[src/rtl/featuremap_pkg.sv]
// rtl/featuremap_pkg.sv - shared types and constants for the feature-map pad writer
package featuremap_pkg;

    localparam int DATA_WIDTH_DEFAULT = 32;

    // IEEE-754 single-precision +0.0 is the all-zero word.
    localparam logic [31:0] FP32_ZERO = 32'h0000_0000;

    typedef enum logic {
        IDLE = 1'b0,
        RUN  = 1'b1
    } state_t;

endpackage

[src/rtl/featuremap_pad_writer_if.sv]
// rtl/featuremap_pad_writer_if.sv - upstream pixel stream and FIFO write bus of one channel
//
// Signals:
//   start            - frame start pulse (to writer)
//   data_in/valid_in - upstream pixel and its valid (to writer)
//   ready_in         - writer accepts data_in this cycle (from writer)
//   fifo_almost_full - FIFO has at most one free slot (to writer)
//   wrreq/data_out   - FIFO write strobe and data (from writer)
//   frame_done       - pulse with the last padded word (from writer)
interface featuremap_pad_writer_if #(
    parameter int DATA_WIDTH = featuremap_pkg::DATA_WIDTH_DEFAULT
);
    logic                  start;
    logic [DATA_WIDTH-1:0] data_in;
    logic                  valid_in;
    logic                  ready_in;
    logic                  fifo_almost_full;
    logic                  wrreq;
    logic [DATA_WIDTH-1:0] data_out;
    logic                  frame_done;

    // master: the pad writer itself
    modport master (
        input  start, data_in, valid_in, fifo_almost_full,
        output ready_in, wrreq, data_out, frame_done
    );

    // slave: upstream layer plus FIFO side
    modport slave (
        output start, data_in, valid_in, fifo_almost_full,
        input  ready_in, wrreq, data_out, frame_done
    );
endinterface

[src/rtl/pad_position_counter.sv]
// rtl/pad_position_counter.sv - raster position counter over the padded (WIDTH+2)^2 frame
//
// Ports:
//   clk, rst  - clock, asynchronous active-high reset
//   clear     - return to position (0,0)
//   advance   - step to the next raster position
//   row, col  - current padded position
//   border    - current position is in the zero ring
//   last      - current position is the bottom-right corner
module pad_position_counter #(
    parameter int WIDTH = 56
) (
    input  logic                        clk,
    input  logic                        rst,
    input  logic                        clear,
    input  logic                        advance,
    output logic [$clog2(WIDTH+2)-1:0]  row,
    output logic [$clog2(WIDTH+2)-1:0]  col,
    output logic                        border,
    output logic                        last
);
    localparam int CW = $clog2(WIDTH + 2);
    localparam logic [CW-1:0] LAST_IDX = CW'(WIDTH + 1);

    logic [CW-1:0] row_q, row_d;
    logic [CW-1:0] col_q, col_d;

    // Advancing past the final corner wraps to (0,0) so a counter left
    // after a completed frame is already positioned for the next one.
    always_comb begin
        row_d = row_q;
        col_d = col_q;
        if (clear) begin
            row_d = '0;
            col_d = '0;
        end else if (advance) begin
            if (col_q == LAST_IDX) begin
                col_d = '0;
                row_d = (row_q == LAST_IDX) ? '0 : row_q + 1'b1;
            end else begin
                col_d = col_q + 1'b1;
            end
        end
    end

    always_ff @(posedge clk or posedge rst) begin
        if (rst) begin
            row_q <= '0;
            col_q <= '0;
        end else begin
            row_q <= row_d;
            col_q <= col_d;
        end
    end

    assign row    = row_q;
    assign col    = col_q;
    assign border = (row_q == '0) || (row_q == LAST_IDX) ||
                    (col_q == '0) || (col_q == LAST_IDX);
    assign last   = (row_q == LAST_IDX) && (col_q == LAST_IDX);

endmodule

[src/rtl/featuremap_pad_writer.sv]
// rtl/featuremap_pad_writer.sv - writes a zero-padded raster of one channel into its FIFO
//
// Ports:
//   clk - clock
//   rst - asynchronous active-high reset
//   bus - featuremap_pad_writer_if.master: start, pixel stream in,
//         FIFO almost-full in, registered FIFO write and frame_done out
module featuremap_pad_writer
    import featuremap_pkg::*;
#(
    parameter int DATA_WIDTH = DATA_WIDTH_DEFAULT,
    parameter int WIDTH      = 56
) (
    input  logic                     clk,
    input  logic                     rst,
    featuremap_pad_writer_if.master  bus
);
    localparam int CW = $clog2(WIDTH + 2);

    state_t                state_q, state_d;
    logic                  wrreq_q, wrreq_d;
    logic [DATA_WIDTH-1:0] data_q, data_d;
    logic                  done_q, done_d;
    logic                  ready;
    logic                  clear;
    logic                  advance;

    logic [CW-1:0]         row;
    logic [CW-1:0]         col;
    logic                  border;
    logic                  last;

    pad_position_counter #(.WIDTH(WIDTH)) u_pos (
        .clk     (clk),
        .rst     (rst),
        .clear   (clear),
        .advance (advance),
        .row     (row),
        .col     (col),
        .border  (border),
        .last    (last)
    );

    // Almost-full gates everything because the write register adds one
    // word of latency; the FIFO flag supplies the matching slack slot.
    always_comb begin
        state_d = state_q;
        wrreq_d = 1'b0;
        data_d  = data_q;
        done_d  = 1'b0;
        ready   = 1'b0;
        clear   = 1'b0;
        advance = 1'b0;
        case (state_q)
            IDLE: begin
                if (bus.start) begin
                    state_d = RUN;
                    clear   = 1'b1;
                end
            end
            RUN: begin
                if (!bus.fifo_almost_full) begin
                    if (border) begin
                        wrreq_d = 1'b1;
                        data_d  = DATA_WIDTH'(FP32_ZERO);
                        advance = 1'b1;
                    end else begin
                        ready = 1'b1;
                        if (bus.valid_in) begin
                            wrreq_d = 1'b1;
                            data_d  = bus.data_in;
                            advance = 1'b1;
                        end
                    end
                    if (advance && last) begin
                        state_d = IDLE;
                        done_d  = 1'b1;
                    end
                end
            end
            default: state_d = IDLE;
        endcase
    end

    always_ff @(posedge clk or posedge rst) begin
        if (rst) begin
            state_q <= IDLE;
            wrreq_q <= 1'b0;
            data_q  <= '0;
            done_q  <= 1'b0;
        end else begin
            state_q <= state_d;
            wrreq_q <= wrreq_d;
            data_q  <= data_d;
            done_q  <= done_d;
        end
    end

    assign bus.ready_in   = ready;
    assign bus.wrreq      = wrreq_q;
    assign bus.data_out   = data_q;
    assign bus.frame_done = done_q;

    pos_in_range: assert property (@(posedge clk) disable iff (rst)
        (row <= CW'(WIDTH + 1)) && (col <= CW'(WIDTH + 1)));

endmodule

[src/flat_wrapper.sv]
// flat-port wrapper written by rule: the top's interface ports become plain ports
module featuremap_pad_writer_flat import featuremap_pkg::*;
#(
    parameter int DATA_WIDTH = DATA_WIDTH_DEFAULT,
    parameter int WIDTH      = 56
)
  (clk, rst, bus_start, bus_data_in, bus_valid_in, bus_fifo_almost_full, bus_ready_in, bus_wrreq, bus_data_out, bus_frame_done);
  featuremap_pad_writer_if #(.DATA_WIDTH(DATA_WIDTH)) bus_i ();
  input  logic clk;
  input  logic rst;
  input wire logic [$bits(bus_i.start)-1:0] bus_start;
  input wire logic [$bits(bus_i.data_in)-1:0] bus_data_in;
  input wire logic [$bits(bus_i.valid_in)-1:0] bus_valid_in;
  input wire logic [$bits(bus_i.fifo_almost_full)-1:0] bus_fifo_almost_full;
  output wire logic [$bits(bus_i.ready_in)-1:0] bus_ready_in;
  output wire logic [$bits(bus_i.wrreq)-1:0] bus_wrreq;
  output wire logic [$bits(bus_i.data_out)-1:0] bus_data_out;
  output wire logic [$bits(bus_i.frame_done)-1:0] bus_frame_done;
  assign bus_i.start = bus_start;
  assign bus_i.data_in = bus_data_in;
  assign bus_i.valid_in = bus_valid_in;
  assign bus_i.fifo_almost_full = bus_fifo_almost_full;
  assign bus_ready_in = bus_i.ready_in;
  assign bus_wrreq = bus_i.wrreq;
  assign bus_data_out = bus_i.data_out;
  assign bus_frame_done = bus_i.frame_done;
  featuremap_pad_writer #(.DATA_WIDTH(DATA_WIDTH), .WIDTH(WIDTH)) u_core (.clk(clk), .rst(rst), .bus(bus_i));
endmodule
[config.mk]
export PLATFORM = sky130hd
export DESIGN_NAME = featuremap_pad_writer_flat
export DESIGN_NICKNAME = d
export VERILOG_FILES = /design/src/rtl/featuremap_pkg.sv /design/src/rtl/featuremap_pad_writer_if.sv /design/src/rtl/pad_position_counter.sv /design/src/rtl/featuremap_pad_writer.sv /design/src/flat_wrapper.sv
export SDC_FILE = /design/constraint.sdc
export NUM_CORES = 1
export LEC_CHECK = 0
export ABC_AREA = 1
export BUFFER_PORTS_ARGS = -buffer_cell sky130_fd_sc_hd__buf_2
export CAP_MARGIN = 20
export CORE_AREA = 2 2 83 85
export DETAILED_ROUTE_END_ITERATION = 16
export DIE_AREA = 0 0 85 87
export GPL_TIMING_DRIVEN = 0
export PLACE_DENSITY_LB_ADDON = 0.2
export SLEW_MARGIN = 20
export SYNTH_ARGS = -nofsm -noshare
export SYNTH_HDL_FRONTEND = slang
export SYNTH_SLANG_ARGS = --single-unit
[constraint.sdc]
create_clock -name clk -period 1.7 [get_ports clk]
set_input_delay 0.17 -clock clk [delete_from_list [all_inputs] [get_ports clk]]
set_output_delay 0.17 -clock clk [all_outputs]
set_load 0.1 [all_outputs]
==> Yosys cells after proc, flatten, opt, wreduce, memory -nomap -nowiden <==
Cells that the tools add are included.
{ "totals": {"reg_bits": 47, "latchBits": 0, "mem_bits_rw": 0, "romBits": 0, "input_bits": 37, "out_inout_bits": 35, "elab_cells": 52, "memories": 0} }
{ "classes": {"n_addsub": 2, "mul": 0, "div": 0, "magnitude_cmp": 0, "eq_ne": 2, "shift": 0, "mux": 28, "n_bitwise": 2, "n_reduce_logical": 12} }
{ "op_table": {"columns": ["operator", "n"], "rows": [
  ["32-bit two-way mux", 2],
  ["6-bit two-way mux", 7],
  ["1-bit two-way mux", 18],
  ["6-bit by 1-bit adder with 6-bit output (second input constant)", 2],
  ["6-bit equality test (second input constant)", 2],
  ["6-bit zero test", 2],
  ["2-bit nonzero test", 3],
  ["1-bit logical OR", 3],
  ["3-bit AND reduction", 1],
  ["1-bit logical AND", 2],
  ["1-bit inverter", 2],
  ["1-bit one-hot mux with 2 select lines", 1],
  ["2-bit AND reduction", 1]
]} }

==> Logic depth before layout (Yosys ltp) <==
{ "depth": {"ltp_word": 11, "ltp_mapped": 11, "mapped_depth_nobuf": 11} }

==> Modules after synthesis <==
From an unflattened synthesis, not the netlist that was laid out.
{ "hier_totals": {"cells_unflattened": 325, "area_unflattened_um2": 2611.3} }
{ "modules_own_cells": {"columns": ["module", "instances", "cells_each", "area_per_inst_um2", "seq_area_each_um2"], "rows": [
  ["featuremap_pad_writer", 1, 224, 1825.5, 875.8],
  ["pad_position_counter", 1, 101, 785.8, 300.3]
]} }

==> Worst setup path before layout <==
No wires, ideal clock.
{ "synth_path": {"kind": "flip-flop to output port", "start": "reg u_core.u_pos.col_q[1], in the netlist u_core.u_pos.col[1]", "end": "out bus_ready_in", "arrival_time_ps": 3671, "setup_slack_ps": -2141, "stages_incl_launch_ff": 6, "cell_sequence": "dfrtp_1 inv_1 ha_1 nand3_1 nor2_4 nor4_1"} }
{ "synth_via": {"elab_chain_cells": 6} }
{ "synth_rtl": {"columns": ["item", "line", "text"], "rows": [
  ["from (decl)", "pad_position_counter.sv:26", "logic [CW-1:0] col_q, col_d;"],
  ["from (signal assigned)", "pad_position_counter.sv:52", "col_q <= col_d;"],
  ["6-bit zero test", "pad_position_counter.sv:59", "(col_q == '0) || (col_q == LAST_IDX);"],
  ["1-bit logical OR", "pad_position_counter.sv:58", "assign border = (row_q == '0) || (row_q == LAST_IDX) ||"],
  ["1-bit logical OR *", "pad_position_counter.sv:59", null],
  ["1-bit two-way mux *", "featuremap_pad_writer.sv:63", "if (border) begin"],
  ["1-bit two-way mux *", "featuremap_pad_writer.sv:62", "if (!bus.fifo_almost_full) begin"],
  ["1-bit two-way mux *", "featuremap_pad_writer.sv:54", "case (state_q)"],
  ["to (decl)", "flat_wrapper.sv:15", "output wire logic [$bits(bus_i.ready_in)-1:0] bus_ready_in;"]
]} }
Mark *: on every way between the ends. The rest lies on a longest branch, timed or not.

==> Worst setup path in the final report <==
{ "layout_path": {"start": "reg u_core.u_pos.col_q[0], in the netlist u_core.u_pos.col[0]", "end": "out bus_ready_in"} }
Same word-level chain as after synthesis.

==> summary.txt <==
worst min-delay path class: input pin to flip-flop
hpwl dp: 3600 um
initial core utilization: 33.8%
Die W: 85 um
Rel. slew slack: 65.2%
met1 Use GR: 18.6%
global-route track usage on met2: 23.5%
Synth top cells by count: nand2_1 (58), inv_1 (49), dfrtp_1 (47), o21ai_1 (30), nand3_1 (16)
Buf+Inv Stages, Crit Path: 1
grt met3 use: 4.45%
layout cells sized above 1: 36.9%
post-route ant nets: 0
unrepaired setup endpoints after global routing: yes
IO Port Bufs: 71
Top Ports: 72
CP Launch Type: flip-flop
PwrDens: 1110 nW/um^2
violated checks: setup timing
top_reg_cell synth: dfrtp_1
static leakage: 1.69 nW
initial antenna violation count: 0
Final Setup Violations: 1
Syn Area/Cell: 8.60 sq um
critical path, cell by cell: ha_2, nand3_2, nor2_4, nor4_4, buf_6
share of the synthesized area in the top cell type: 53.0%
Worst Path Required: 1.53 ns
FP Rows: 30
CP max stage delay: 0.41 ns
Max-cap violations: 0
final cycle utilization of the critical path: 102%
synth unique cells: 26
WL/cell: 11.6 um
clk slew on worst S/H paths: 0.09 ns
Setup Skew: 0.00509 ns
Synth area leaders: dfrtp_1 (53%), nand2_1 (9.8%), inv_1 (8.3%), o21ai_1 (6.8%), nand3_1 (3.6%)
Synth Register Bits: 47
crit path from: u_core.u_pos.col[0]
clk buf depth: 2
Syn Nets: 301
maximum vdd drop: 0.000445 V
routed vias/inst: 4.35
final worst slack: -0.0386 ns
vias in the first global route: 1,845
first-pass GRT wire length: 8510 um
worst r2r src: u_core.u_pos.col[1]
Post-Route WL: 4970 um
Setup CP Type: flip-flop to output port
P&R area growth vs syn: 36.0%
total track usage: 14.4%
Die Y: 87 um
die area: 7400 sq um
TritonCTS clock tree: done
Hold Fails Final Rpt: 0
top-count cell post-synth: nand2_1
Reg2Reg Setup Slack: 0.02 ns
post-synth top area cell: dfrtp_1
post-synthesis sequential area ratio: 53.0%
Sink Count: 47
Clock Latency Late Sink: 0.30 ns
Pre-antenna DRT Iters: 4
critical path depth in cells: 5
CP endpoint kind: output port
clk root buf: clkbuf_8
pre-CTS setup slack: -0.246 ns
cts bufs inserted: 5
Post-synth EDFFs: 0
Slew @ Worst Pin: 0.521 ns
setup_tns: -0.0386 ns
FF-to-FF End: u_core.u_pos.row[5]
reg2reg path depth: 11
Fmax achieved: 575 MHz
Post-Syn Area: 2220 sq um
Post-Syn Instances: 258
max-slew violation count: 0
CORE AREA: 6570 sq um
DR vias: 1,869
largest net degree at the start of global routing: 25
worst-path maximum fanout: 4
Final min period: 1.74 ns
global route hottest layer: met2
ant diodes: 0
Async SR Flop Fraction: 100%
worst setup path end: bus_ready_in
outcome: finished with violations
critical-path cell with the highest stage delay: dfrtp_1
Ys Warns: 0
critical path's top delay family: flip-flops
DRC Markers: 0
Filler Cells Inserted: 637
GRT overflow: 0
GPL Wtd Cong: 0.784
H-tree Lvls: 2
Iteration-0 DRC Markers: 56
Final #Nets: 392
CP Data Arrival Time: 1.57 ns
total chip power: 3.34 mW
final core utilization: 45.9%
cells by family after synthesis:
group                    synth area share, %
AO/OA/AOI/OAI                           9.81
XOR/XNOR                                1.97
flip-flops                              53.0
adder cells (fa/ha/maj)                 3.38
buffers and inverters                   10.8
AND/OR/NAND/NOR                         21.0
worst register-to-register path, stage by stage, from the launching register on:
cell and delay, ns:
dfrtp_1 0.40, inv_2 0.07, ha_2 0.17, nand3_2 0.09
nor2_4 0.21, nor2_4 0.07, nand3_2 0.09, nand2_4 0.12
nand2_4 0.12, buf_12 0.15, nand3_1 0.08, nand2_1 0.08
metrics by stage:
| stage | area [sq um] | hold WS [ns] | instances |
|---|---|---|---|
| after floorplan | 2270 | 0.294 | 258 |
| after global placement | 2720 | 0.406 | 409 |
| after detailed placement | 2740 | 0.246 | 410 |
| after CTS | 2950 | 0.0765 | 427 |
| after global routing | 3020 | 0.0835 | 430 |
| final | 3020 | 0.0864 | 430 |
how the worst min path moves through the flow:
stage	startpoint	end	slack, ns	depth (start not counted)
6_report	bus_data_in[4]	u_core.bus.data_out[4]	0.09	3
5_1_grt	bus_data_in[0]	u_core.bus.data_out[0]	0.08	3
4_1_cts	bus_data_in[4]	u_core.bus.data_out[4]	0.08	3
3_5_place_dp	rst	u_core.bus.data_out[11]	0.25	2
3_3_place_gp	bus_data_in[16]	u_core.bus.data_out[16]	0.41	3
2_1_floorplan	bus_start	u_core.state_q	0.29	2
per-layer routing:
layer  vias to the layer above  share of wire (%)  routed length, um
met5                         -                  0                  0
met4                         0               0.84                 42
met3                         4                6.7                331
met2                        51                 46               2290
met1                       842                 46               2310
li1                        972                  -                  -
power breakdown:
group          internal (mW)  switching, mW
Combinational          0.377          0.884
Clock                  0.332          0.389
Sequential              1.24          0.113
Total                   1.95           1.39
cell usage in the layout, fill, tap and decap left out, types with 2 or more instances in the layout:
cell type | netlist | routed
buf_2 | 1 | 70
xnor2_1 | 2 | 2
buf_12 | 0 | 2
clkbuf_8 | 0 | 8
nand2_2 | 1 | 3
o21ai_0 | 4 | 3
nand4_1 | 2 | 2
ha_2 | 0 | 3
o21ai_1 | 30 | 31
dfrtp_1 | 47 | 47
nor2_4 | 3 | 4
xor2_1 | 3 | 3
nor3b_1 | 2 | 2
ha_1 | 6 | 2
buf_6 | 1 | 5
inv_1 | 49 | 46
nand3_1 | 16 | 11
buf_4 | 3 | 11
nand2_1 | 58 | 55
nor2_1 | 15 | 13
o21ai_2 | 4 | 4
inv_2 | 2 | 5
nand3_2 | 1 | 6
nand2_4 | 2 | 3
state kept, by name, summed over array words and instances (netlist names):
name and count:
u_core.bus.wrreq 1, u_core.u_pos.row 6, u_core.bus.data_out 32, u_core.u_pos.col 6
u_core.state_q 1, u_core.bus.frame_done 1
layout make-up:
class,instances,area [sq um],area share [%]
tap,80,100,3.32
clock buffer,6,82.6,2.74
multi-input combinational,153,885,29.3
inverter,51,191,6.34
buffer,7,88.8,2.94
clock inverter,2,16.3,0.539
timing repair buffer,84,478,15.8
sequential,47,1180,39.0
timing repair:
action                                 in CTS  in global routing
endpoints found under the hold margin      23                  0
buffers inserted                            8                  3
gates resized for setup                    13                 11
hold buffers                                1                  0
pin swaps                                   2                  0
setup endpoints to repair                  42                 42
cloned                                      0                  0
No activity file was read; power rests on OpenSTA's default activity.
